===== src/rtl/vm_pkg.sv =====
// Shared definitions for the vending machine datapath and its change dispenser.
package vm_pkg;

  // Width of the change value handed over by vending_machine.
  localparam int unsigned CHANGE_W = 4;

  localparam logic [CHANGE_W-1:0] DENOM_5 = CHANGE_W'(5);
  localparam logic [CHANGE_W-1:0] DENOM_2 = CHANGE_W'(2);
  localparam logic [CHANGE_W-1:0] DENOM_1 = CHANGE_W'(1);

  typedef enum logic [2:0] {
    StIdle,
    StSelect,
    StIssue,
    StWaitAck,
    StDone,
    StFault
  } cd_state_e;

  // One-hot denomination choice; all-zero means "none selected".
  typedef struct packed {
    logic d5;
    logic d2;
    logic d1;
  } denom_sel_t;

  function automatic logic [CHANGE_W-1:0] denom_value(input denom_sel_t sel);
    logic [CHANGE_W-1:0] val;
    val = '0;
    if (sel.d5) begin
      val = DENOM_5;
    end else if (sel.d2) begin
      val = DENOM_2;
    end else if (sel.d1) begin
      val = DENOM_1;
    end
    return val;
  endfunction

endpackage


===== src/rtl/change_dispenser_if.sv =====
// Handshake bundle between the vending controller / coin hopper side and the dispenser.
interface change_dispenser_if #(
  parameter int unsigned INV_W = 8
) ();
  import vm_pkg::*;

  logic [CHANGE_W-1:0] change_in;
  logic                change_valid;
  logic                hopper_done;
  logic                refill;
  logic                clr_fault;
  logic                coin_5;
  logic                coin_2;
  logic                coin_1;
  logic                busy;
  logic                done;
  logic                fault;
  logic [CHANGE_W-1:0] remaining;
  logic [INV_W-1:0]    inv5;
  logic [INV_W-1:0]    inv2;
  logic [INV_W-1:0]    inv1;

  // Requester / hopper side.
  modport master (
    output change_in, change_valid, hopper_done, refill, clr_fault,
    input  coin_5, coin_2, coin_1, busy, done, fault, remaining, inv5, inv2, inv1
  );

  // Dispenser side.
  modport slave (
    input  change_in, change_valid, hopper_done, refill, clr_fault,
    output coin_5, coin_2, coin_1, busy, done, fault, remaining, inv5, inv2, inv1
  );

endinterface


===== src/rtl/coin_inventory.sv =====
// Per-denomination coin counters with refill and saturating decrement.
module coin_inventory #(
  parameter int unsigned INV_W    = 8,
  parameter int unsigned INV_INIT = 20
) (
  input  logic             clk,
  input  logic             rst,
  input  logic             refill,
  input  logic             dec5,
  input  logic             dec2,
  input  logic             dec1,
  output logic [INV_W-1:0] inv5,
  output logic [INV_W-1:0] inv2,
  output logic [INV_W-1:0] inv1,
  output logic             avail5,
  output logic             avail2,
  output logic             avail1
);

  localparam logic [INV_W-1:0] INIT = INV_W'(INV_INIT);
  localparam logic [INV_W-1:0] ONE  = INV_W'(1);

  logic [INV_W-1:0] inv5_q;
  logic [INV_W-1:0] inv2_q;
  logic [INV_W-1:0] inv1_q;

  // Refill wins; otherwise take one coin out, never wrapping below zero.
  always_ff @(posedge clk or posedge rst) begin
    if (rst) begin
      inv5_q <= INIT;
      inv2_q <= INIT;
      inv1_q <= INIT;
    end else if (refill) begin
      inv5_q <= INIT;
      inv2_q <= INIT;
      inv1_q <= INIT;
    end else begin
      if (dec5 && (inv5_q != '0)) inv5_q <= inv5_q - ONE;
      if (dec2 && (inv2_q != '0)) inv2_q <= inv2_q - ONE;
      if (dec1 && (inv1_q != '0)) inv1_q <= inv1_q - ONE;
    end
  end

  // Availability flags consumed by the greedy selector.
  always_comb begin
    avail5 = (inv5_q != '0);
    avail2 = (inv2_q != '0);
    avail1 = (inv1_q != '0);
  end

  assign inv5 = inv5_q;
  assign inv2 = inv2_q;
  assign inv1 = inv1_q;

endmodule


===== src/rtl/change_dispenser.sv =====
// Pays a change amount out as Rs 5/2/1 coins through a pulse/acknowledge coin hopper.
module change_dispenser
  import vm_pkg::*;
#(
  parameter int unsigned TIMEOUT_CYCLES = 64,
  parameter int unsigned INV_W          = 8,
  parameter int unsigned INV_INIT       = 20
) (
  input logic               clk,
  input logic               rst,
  change_dispenser_if.slave bus
);

  localparam int unsigned TIMER_W = (TIMEOUT_CYCLES > 2) ? $clog2(TIMEOUT_CYCLES) : 1;
  // Last WAIT_ACK cycle: the timer would step to TIMEOUT_CYCLES-1 on this edge.
  localparam logic [TIMER_W-1:0] TIMER_LAST = TIMER_W'(TIMEOUT_CYCLES - 2);

  cd_state_e           state_q;
  logic [CHANGE_W-1:0] remaining_q;
  denom_sel_t          sel_q;
  denom_sel_t          coin_q;
  logic [TIMER_W-1:0]  timer_q;
  logic                busy_q;
  logic                done_q;
  logic                fault_q;

  denom_sel_t          sel_next;
  logic                sel_found;
  logic [CHANGE_W-1:0] sel_amt;
  logic                ack;
  logic                refill_en;

  logic [INV_W-1:0]    inv5;
  logic [INV_W-1:0]    inv2;
  logic [INV_W-1:0]    inv1;
  logic                avail5;
  logic                avail2;
  logic                avail1;

  coin_inventory #(
    .INV_W    (INV_W),
    .INV_INIT (INV_INIT)
  ) u_inventory (
    .clk    (clk),
    .rst    (rst),
    .refill (refill_en),
    .dec5   (ack && sel_q.d5),
    .dec2   (ack && sel_q.d2),
    .dec1   (ack && sel_q.d1),
    .inv5   (inv5),
    .inv2   (inv2),
    .inv1   (inv1),
    .avail5 (avail5),
    .avail2 (avail2),
    .avail1 (avail1)
  );

  // Greedy pick: largest coin that fits the unpaid amount and is still in stock.
  always_comb begin
    sel_next  = '0;
    sel_found = 1'b1;
    if ((remaining_q >= DENOM_5) && avail5) begin
      sel_next.d5 = 1'b1;
    end else if ((remaining_q >= DENOM_2) && avail2) begin
      sel_next.d2 = 1'b1;
    end else if ((remaining_q >= DENOM_1) && avail1) begin
      sel_next.d1 = 1'b1;
    end else begin
      sel_found = 1'b0;
    end
  end

  // Acknowledge and refill qualification.
  always_comb begin
    sel_amt   = denom_value(sel_q);
    ack       = (state_q == StWaitAck) && bus.hopper_done;
    refill_en = bus.refill && ((state_q == StIdle) || (state_q == StFault));
  end

  // Payout FSM; outputs are registered alongside the state they belong to.
  // done is registered off the DONE state, so it is visible the cycle after DONE.
  always_ff @(posedge clk or posedge rst) begin
    if (rst) begin
      state_q     <= StIdle;
      remaining_q <= '0;
      sel_q       <= '0;
      coin_q      <= '0;
      timer_q     <= '0;
      busy_q      <= 1'b0;
      done_q      <= 1'b0;
      fault_q     <= 1'b0;
    end else begin
      coin_q <= '0;
      done_q <= 1'b0;
      unique case (state_q)
        StIdle: begin
          if (bus.change_valid) begin
            busy_q <= 1'b1;
            if (bus.change_in != '0) begin
              remaining_q <= bus.change_in;
              state_q     <= StSelect;
            end else begin
              state_q <= StDone;
            end
          end
        end
        StSelect: begin
          if (sel_found) begin
            sel_q   <= sel_next;
            coin_q  <= sel_next;
            state_q <= StIssue;
          end else begin
            busy_q  <= 1'b0;
            fault_q <= 1'b1;
            state_q <= StFault;
          end
        end
        StIssue: begin
          timer_q <= '0;
          state_q <= StWaitAck;
        end
        StWaitAck: begin
          // An acknowledge on the timeout cycle still counts the coin.
          if (bus.hopper_done) begin
            remaining_q <= remaining_q - sel_amt;
            state_q     <= (remaining_q == sel_amt) ? StDone : StSelect;
          end else if (timer_q == TIMER_LAST) begin
            busy_q  <= 1'b0;
            fault_q <= 1'b1;
            state_q <= StFault;
          end else begin
            timer_q <= timer_q + TIMER_W'(1);
          end
        end
        StDone: begin
          done_q  <= 1'b1;
          busy_q  <= 1'b0;
          state_q <= StIdle;
        end
        StFault: begin
          if (bus.clr_fault) begin
            remaining_q <= '0;
            fault_q     <= 1'b0;
            state_q     <= StIdle;
          end
        end
        default: begin
          busy_q  <= 1'b0;
          state_q <= StIdle;
        end
      endcase
    end
  end

  assign bus.coin_5    = coin_q.d5;
  assign bus.coin_2    = coin_q.d2;
  assign bus.coin_1    = coin_q.d1;
  assign bus.busy      = busy_q;
  assign bus.done      = done_q;
  assign bus.fault     = fault_q;
  assign bus.remaining = remaining_q;
  assign bus.inv5      = inv5;
  assign bus.inv2      = inv2;
  assign bus.inv1      = inv1;

endmodule


===== src/flat_wrapper.sv =====
// flat-port wrapper written by rule: the top's interface ports become plain ports
module change_dispenser_flat import vm_pkg::*;
#(
  parameter int unsigned TIMEOUT_CYCLES = 64,
  parameter int unsigned INV_W          = 8,
  parameter int unsigned INV_INIT       = 20
)
  (clk, rst, bus_change_in, bus_change_valid, bus_hopper_done, bus_refill, bus_clr_fault, bus_coin_5, bus_coin_2, bus_coin_1, bus_busy, bus_done, bus_fault, bus_remaining, bus_inv5, bus_inv2, bus_inv1);
  change_dispenser_if #(.INV_W(INV_W)) bus_i ();
  input logic clk;
  input logic rst;
  input wire logic [$bits(bus_i.change_in)-1:0] bus_change_in;
  input wire logic [$bits(bus_i.change_valid)-1:0] bus_change_valid;
  input wire logic [$bits(bus_i.hopper_done)-1:0] bus_hopper_done;
  input wire logic [$bits(bus_i.refill)-1:0] bus_refill;
  input wire logic [$bits(bus_i.clr_fault)-1:0] bus_clr_fault;
  output wire logic [$bits(bus_i.coin_5)-1:0] bus_coin_5;
  output wire logic [$bits(bus_i.coin_2)-1:0] bus_coin_2;
  output wire logic [$bits(bus_i.coin_1)-1:0] bus_coin_1;
  output wire logic [$bits(bus_i.busy)-1:0] bus_busy;
  output wire logic [$bits(bus_i.done)-1:0] bus_done;
  output wire logic [$bits(bus_i.fault)-1:0] bus_fault;
  output wire logic [$bits(bus_i.remaining)-1:0] bus_remaining;
  output wire logic [$bits(bus_i.inv5)-1:0] bus_inv5;
  output wire logic [$bits(bus_i.inv2)-1:0] bus_inv2;
  output wire logic [$bits(bus_i.inv1)-1:0] bus_inv1;
  assign bus_i.change_in = bus_change_in;
  assign bus_i.change_valid = bus_change_valid;
  assign bus_i.hopper_done = bus_hopper_done;
  assign bus_i.refill = bus_refill;
  assign bus_i.clr_fault = bus_clr_fault;
  assign bus_coin_5 = bus_i.coin_5;
  assign bus_coin_2 = bus_i.coin_2;
  assign bus_coin_1 = bus_i.coin_1;
  assign bus_busy = bus_i.busy;
  assign bus_done = bus_i.done;
  assign bus_fault = bus_i.fault;
  assign bus_remaining = bus_i.remaining;
  assign bus_inv5 = bus_i.inv5;
  assign bus_inv2 = bus_i.inv2;
  assign bus_inv1 = bus_i.inv1;
  change_dispenser #(.TIMEOUT_CYCLES(TIMEOUT_CYCLES), .INV_W(INV_W), .INV_INIT(INV_INIT)) u_core (.clk(clk), .rst(rst), .bus(bus_i));
endmodule

===== config.mk =====
export PLATFORM = sky130hd
export DESIGN_NAME = change_dispenser_flat
export DESIGN_NICKNAME = d
export VERILOG_FILES = /design/src/rtl/vm_pkg.sv /design/src/rtl/change_dispenser_if.sv /design/src/rtl/coin_inventory.sv /design/src/rtl/change_dispenser.sv /design/src/flat_wrapper.sv
export SDC_FILE = /design/constraint.sdc
export NUM_CORES = 1
export LEC_CHECK = 0
export CORE_MARGIN = 2
export CORE_UTILIZATION = 49
export CTS_CLUSTER_SIZE = 10
export DETAILED_ROUTE_END_ITERATION = 8
export GPL_ROUTABILITY_DRIVEN = 0
export PLACE_DENSITY_LB_ADDON = 0.12
export SLEW_MARGIN = 20
export SYNTH_ARGS = -nofsm -noshare
export SYNTH_HDL_FRONTEND = slang
export SYNTH_HIERARCHICAL = 1
export SYNTH_SLANG_ARGS = --single-unit

===== constraint.sdc =====
create_clock -name clk -period 4.3 [get_ports clk]
set_input_delay 0.86 -clock clk [delete_from_list [all_inputs] [get_ports clk]]
set_output_delay 0.86 -clock clk [all_outputs]
set_load 0.01 [all_outputs]

==> results.sh <==
export IMPL_yosys_warnings=6
export IMPL_layout_cells_non_filler=401
export IMPL_globalRouteOverflowTotal=0
export IMPL_drc=0
export IMPL_numClockSinks=46
export IMPL_antennaDiodeCount=0
export IMPL_regArea_mm2=0.00116
export IMPL_hold_buffers=0
export IMPL_synth_top_family_by_area="simple AND/OR/NAND/NOR gates"
export IMPL_io_buffers=43
export IMPL_wl_met1_um=2680
export IMPL_p_int_w=0.00122
export IMPL_seq_area_frac_synth_pct=43.0
export IMPL_ys_seq_elements=46
export IMPL_synthXorXnorAreaFrac_pct=1.95
export IMPL_wl_met2_um=2670
export IMPL_power_density_mw_per_mm2=622
export IMPL_synth_edf_count=0
export IMPL_critical_path_arrival_ps=3150
export IMPL_finalSetupTns_ps=0
export IMPL_grt_pass1_vias=2083
export IMPL_path_class="in2reg"
export IMPL_slowest_stage="clkdlybuf4s50_1"
export IMPL_syn_area_per_cell_um2=9.42
export IMPL_synth_mux_area_share_pct=3.72
export IMPL_placedCellCount=393
export IMPL_cts_root_buf="clkbuf_8"
export IMPL_synth_area_mm2=0.00269
export IMPL_rows=26
export IMPL_crit_chain="clkdlybuf4s50_1 -> nand2_1 -> nor3_1 -> or3b_2 -> or4_1 -> a21oi_1"
export IMPL_cts_path_max_buffers=2
export IMPL_clk_latency_ps=310
export IMPL_wl_per_cell_um=14.3
export IMPL_rsz0062_at_grt="no"
export IMPL_cts_max_level=2
export IMPL_relSlewSlack_pct=36.5
export IMPL_n_fill_cell=462
export IMPL_layout_nets=349
export IMPL_drt_total_wl_um=5720
export IMPL_synth_cells=286
export IMPL_start_util_pct=51.8
export IMPL_num_io_pins=44
export IMPL_worstMarginPinSlew_ps=940
export IMPL_pre_cts_slack_ps=1070
export IMPL_cellLeakagePower_nw=1.33
export IMPL_dieArea_mm2=0.00611
export IMPL_die_height_um=78.1
export IMPL_synth_compound_area_share_pct=18.3
export IMPL_skew_ps=8.44
export IMPL_ys_flop_type="dfrtp_1"
export IMPL_route_met3_wl_um=290
export IMPL_worstSetupStartpointType="input port"
export IMPL_setup_slack_ps=1390
export IMPL_cts_made_buffers=5
export IMPL_coreArea_mm2=0.00520
export IMPL_critPathMaxStageDelay_ps=590
export IMPL_die_w_um=78.1
export IMPL_setup_viol=0
export IMPL_drt_iter0_drc=160
export IMPL_synthAdderAreaFrac_pct=4.46
export IMPL_syn_nets=305
export IMPL_power_switching_w=0.000835
export IMPL_post_cts_resized=0
export IMPL_period_needed_ps=2910
export IMPL_drive_above_1_share_pct=9.97
export IMPL_whs_ps=502
export IMPL_synthArstFlopShare_pct=100
export IMPL_mostFrequentLayoutCells="43 x clkdlybuf4s50_1, 40 x dfrtp_1, 28 x nor2_1"
export IMPL_grt_first_pass_wirelength_um=9820
export IMPL_highest_signal_layer="met4"
export IMPL_num_vias=2338
export IMPL_status="finished, final reports clean"
export IMPL_clk_pin_slew_ps=90
export IMPL_p_clk_share_pct=15.8
export IMPL_final_util_pct=63.5
export IMPL_p_comb_share_pct=47.2
export IMPL_final_common_cell="clkdlybuf4s50_1"
export IMPL_seq_power_share_pct=37.0
export IMPL_hold_viol_final=0
export IMPL_slew_violations=0
export IMPL_vdd_drop_max_mv=0.298
export IMPL_cts_setup_buffers=0
export IMPL_timing_fmax_ghz=0.343
export IMPL_fin_crit_sh_pct=67.7
export IMPL_crit_fanout=7
export IMPL_ys_types=58
export IMPL_synthTopCellsByArea="dfrtp_1 37%, dfstp_2 5.9%, nor2_1 3.9%"
export IMPL_required_ps=4540
export IMPL_multi_input_area_mm2=0.00144
export IMPL_dp_hpwl_um=4140
export IMPL_netSwitchingFraction_pct=40.6
export IMPL_track_usage_pct=20.1
export IMPL_endpoint_kind="flip-flop"
export IMPL_cts_tree="built"
export IMPL_cap_violations=0
export IMPL_min_path_type="reg2reg"
export IMPL_cpLargestDelayFamily="simple AND/OR/NAND/NOR gates"
export IMPL_area_delta_synth_final_pct=22.8
export IMPL_avgViaCountPerCell=5.83
export IMPL_worst_path_buf_inv=1
export IMPL_grt_max_degree=33
export IMPL_antenna_found_initial=0
export IMPL_drt_pass1_iterations=5
export IMPL_yosysTopAreaCell="dfrtp_1"
export IMPL_ant_nets=0
export IMPL_synth_top_area_share_pct=37.2
export IMPL_synth_simple_area_share_pct=24.7
cell usage after synthesis, types with 2 or more instances:
master     count
a211o_1        4
a211oi_1       4
a21boi_0       2
a21o_1         3
a21oi_1       20
a221oi_1       2
a31oi_1        3
and3_1         2
clkbuf_1       5
dfrtp_1       40
dfstp_2        6
ha_1           8
inv_1         19
mux2_2         7
nand2_1       17
nand2b_1       7
nand3b_1       2
nand4_1        3
nand4bb_1      2
nor2_1        28
nor2b_1        4
nor3_1         7
nor3b_1        8
nor3b_2        2
nor4_1         5
nor4b_1        2
o21ai_0       15
o21ai_1        7
o31ai_1        5
or2_2          2
or3_1          3
or4_1         10
or4b_4         2
xor2_1         6
stage by stage:
stage          power, W  cell area (um2)
3_3_place_gp    0.00172             3190
3_5_place_dp    0.00174             3190
4_1_cts         0.00207             3310
6_report        0.00206             3310
5_1_grt         0.00223             3310
2_1_floorplan   0.00139             2690
power groups by stage:
stage	sequential, W	combinational [W]	clock [W]
after floorplan	0.000740	0.000649	0
after global placement	0.000765	0.000960	0
after detailed placement	0.000767	0.000969	0
after CTS	0.000760	0.000975	0.000334
after global routing	0.000786	0.00109	0.000356
final	0.000760	0.000971	0.000325
worst reg2reg max path, delay by kind of cell, from the launching register on:
family / cells / cell delay [ps]
AO/OA/AOI/OAI: 2 / 410
adder cells (fa/ha/maj): 1 / 250
buffers and inverters: 1 / 80
flip-flops: 1 / 410
multiplexers: 1 / 330
AND/OR/NAND/NOR: 4 / 1240
final timing paths:
kind	start	end	slack [ps]	cells after the start
hold / removal	u_core/bus.fault	u_core/bus.fault	500	1
setup reg to reg	u_core/u_inventory/inv5[0]	u_core/bus.fault	1470	9
max in group asynchronous	rst	u_core/u_inventory/inv1[0]	2640	2
hold reg to reg	u_core/bus.fault	u_core/bus.fault	500	1
min in group asynchronous	rst	u_core/sel_q[1]	1050	2
setup / recovery	bus_hopper_done	u_core/u_inventory/inv5[5]	1390	6
kinds of logic (layout without fill, tap and decap cells):
group           after synthesis  in the layout
simple gates                113            113
compound gates               77             77
flops                        46             46
buf+inv                      26             71
fa+ha+maj                     9              9
mux                           9              9
xor+xnor                      6              6
state kept, by name (all words and copies together), names as in the netlist:
signal	count
u_core/bus.busy	1
u_core/bus.coin_1	1
u_core/bus.coin_2	1
u_core/bus.coin_5	1
u_core/bus.done	1
u_core/bus.fault	1
u_core/bus.remaining	4
u_core/sel_q	3
u_core/state_q	3
u_core/timer_q	6
u_core/u_inventory/inv1	8
u_core/u_inventory/inv2	8
u_core/u_inventory/inv5	8
cell type report:
class	instances	area share (%)
clock inverters	3	1.36
clock buffers	5	2.08
repair buffers	44	13.2
flip-flops and latches	46	35.0
well taps	70	2.65
inverters	19	2.16
multi-input cells	214	43.5
layer usage:
layer | up-vias | GRT usage (%)
li1 | 1140 | -
met1 | 1129 | 27.3
met5 | - | 0
met3 | 8 | 4.37
met4 | 0 | 8.07
met2 | 61 | 31.4
Note: power is estimated with default switching activity, not from simulation.
==> patch (same settings) <==
Reset style: synchronous (`rst`), changed in 2 clocked blocks.
--- a/src/rtl/coin_inventory.sv
+++ b/src/rtl/coin_inventory.sv
@@ -25,7 +25,7 @@
   logic [INV_W-1:0] inv1_q;
 
   // Refill wins; otherwise take one coin out, never wrapping below zero.
-  always_ff @(posedge clk or posedge rst) begin
+  always_ff @(posedge clk) begin
     if (rst) begin
       inv5_q <= INIT;
       inv2_q <= INIT;
--- a/src/rtl/change_dispenser.sv
+++ b/src/rtl/change_dispenser.sv
@@ -79,7 +79,7 @@
 
   // Payout FSM; outputs are registered alongside the state they belong to.
   // done is registered off the DONE state, so it is visible the cycle after DONE.
-  always_ff @(posedge clk or posedge rst) begin
+  always_ff @(posedge clk) begin
     if (rst) begin
       state_q     <= StIdle;
       remaining_q <= '0;
Behaviour: differs if rst is asserted again (counterexample within 4 cycles, from zero or initial values and one cycle with rst high); with rst held inactive, the same outputs for 10 cycles.
==> patch against the unedited design <==
Sequential cell count unchanged; synthesized area down 2.1%; cell area down 2.0%; non-clock buffer count up 1; power down 31%; final cell count up 4.2%; wire length up 8.9%; worst setup slack better by 0.12 ns; largest cell class unchanged.
==> patch: results (changes against the unedited design) <==
[hold_path]
holdPathEnd=u_core/bus.fault$_SDFFE_PP0P_
holdPathStages=1  ; unchanged
hold_start=u_core/bus.fault$_SDFFE_PP0P_

[sta]
clock_skew_ns=0.00421  ; -0.00423 ns
final.min_clock_period_ns=2.79  ; -0.124 ns
relSlewSlack_pct=36.7  ; +0.20 points
fin_hold_ws_ns=0.485  ; -0.0175 ns

[global_routing]
grt_pass1_vias=2243  ; +7.7%
grt_max_degree=22  ; -33%
use_met2_pct=34.7  ; +3.3 points
grtUsageTotal_pct=21.5  ; +1.4 points
met3_usage_pct=4.07  ; -0.30 points
grt_pass1_wl_um=10600  ; +8.1%
use_met1_pct=29.0  ; +1.7 points

[layout]
layout-drive-gt1-share_pct=9.48  ; -0.49 points
fin_nets=367  ; +5.2%
fill_cells=490  ; +6.1%
final_cell_area_um2=3240  ; -2.0%

[cts]
numCtsBuffers=5  ; unchanged
cts_htree_levels=2  ; unchanged

[worst_setup_path]
crit_family=simple AND/OR/NAND/NOR gates
worstPathArrival_ns=3.03  ; -0.12 ns
cp_slowest_cell=dfxtp_1
reg2regPathDepth=6  ; -3
max_stage_delay_ns=0.69  ; +0.10 ns
worstSetupEndpoint=u_core/u_inventory/inv2[5]$_SDFFE_PP0P_
ff2ff_setup_slack_ns=1.51  ; +0.04 ns
path_max_fanout=19  ; +12

[routing]
wl_met3_um=281  ; -3.1%
firstDrtPassIters=4  ; -1
met1Wirelength_um=2930  ; +9.6%
dr_wl_met2_um=2920  ; +9.4%
wl_um=6230  ; +8.9%
first_iter_violations=187  ; +17%
vias_per_cell=5.86  ; +0.53%
vias=2450  ; +4.8%

[pwr]
p_leak_nw=1.07  ; -19%
power_switching_uw=528  ; -37%
max-vdd-ir-drop_uv=294  ; -1.2%
comb_power_share_pct=37.3  ; -9.9 points
powerSeq_uw=552  ; -27%
powerComb_uw=526  ; -46%

[yosys]
netlist_top_cells_area=dfxtp_1 35%, nand2_1 5.0%, ha_1 4.3%
syn_inst=304  ; +6.3%
synth_cell_type_count=66  ; +14%
ys_seq_area_share_pct=34.9  ; -8.1 points
syn_nets=324  ; +6.2%
synth_top_cells_by_count=46 x dfxtp_1, 35 x nand2_1, 20 x inv_1
ys_async_sr_fraction_pct=0  ; -100 points

[placed_design]
dp_worst_setup_slack_ns=1.26  ; +0.192 ns
dpl_cell_area_um2=3130  ; -2.1%
dpl.hpwl_um=4510  ; +8.9%
dp_cells=410  ; +4.3%

[run_status]
status=finished, final reports clean

patch: cell count changes after synthesis, moves of 6 or more:
cell | before | now
mux2_2 | 7 | 0
dfstp_2 | 6 | 0
dfxtp_1 | 0 | 46
nor3b_1 | 8 | 1
o21ai_1 | 7 | 0
nor2_1 | 28 | 15
or3_1 | 3 | 10
dfrtp_1 | 40 | 0
nand2b_1 | 7 | 1
nand2_1 | 17 | 35
mux2i_1 | 1 | 7
patch: final cells by class:
| type | count | share of cell area, % |
|---|---|---|
| tap | 70 | 2.70 |
| clock buffer | 5 | 2.12 |
| inverter | 21 | 2.43 |
| multi-input combinational | 228 | 49.2 |
| clock inverter | 3 | 1.35 |
| sequential | 46 | 28.4 |
| timing repair buffer | 45 | 13.8 |
patch: cell families after synthesis:
group | Yosys count | synth area share [%]
AOI/OAI and AO/OA | 90 | 25.0
xor gates and xnor gates | 5 | 1.66
adders and majority gates | 10 | 5.03
buffers and inverters | 30 | 4.65
DFF | 46 | 34.9
muxes | 7 | 2.66
and+or+nand+nor | 116 | 26.0
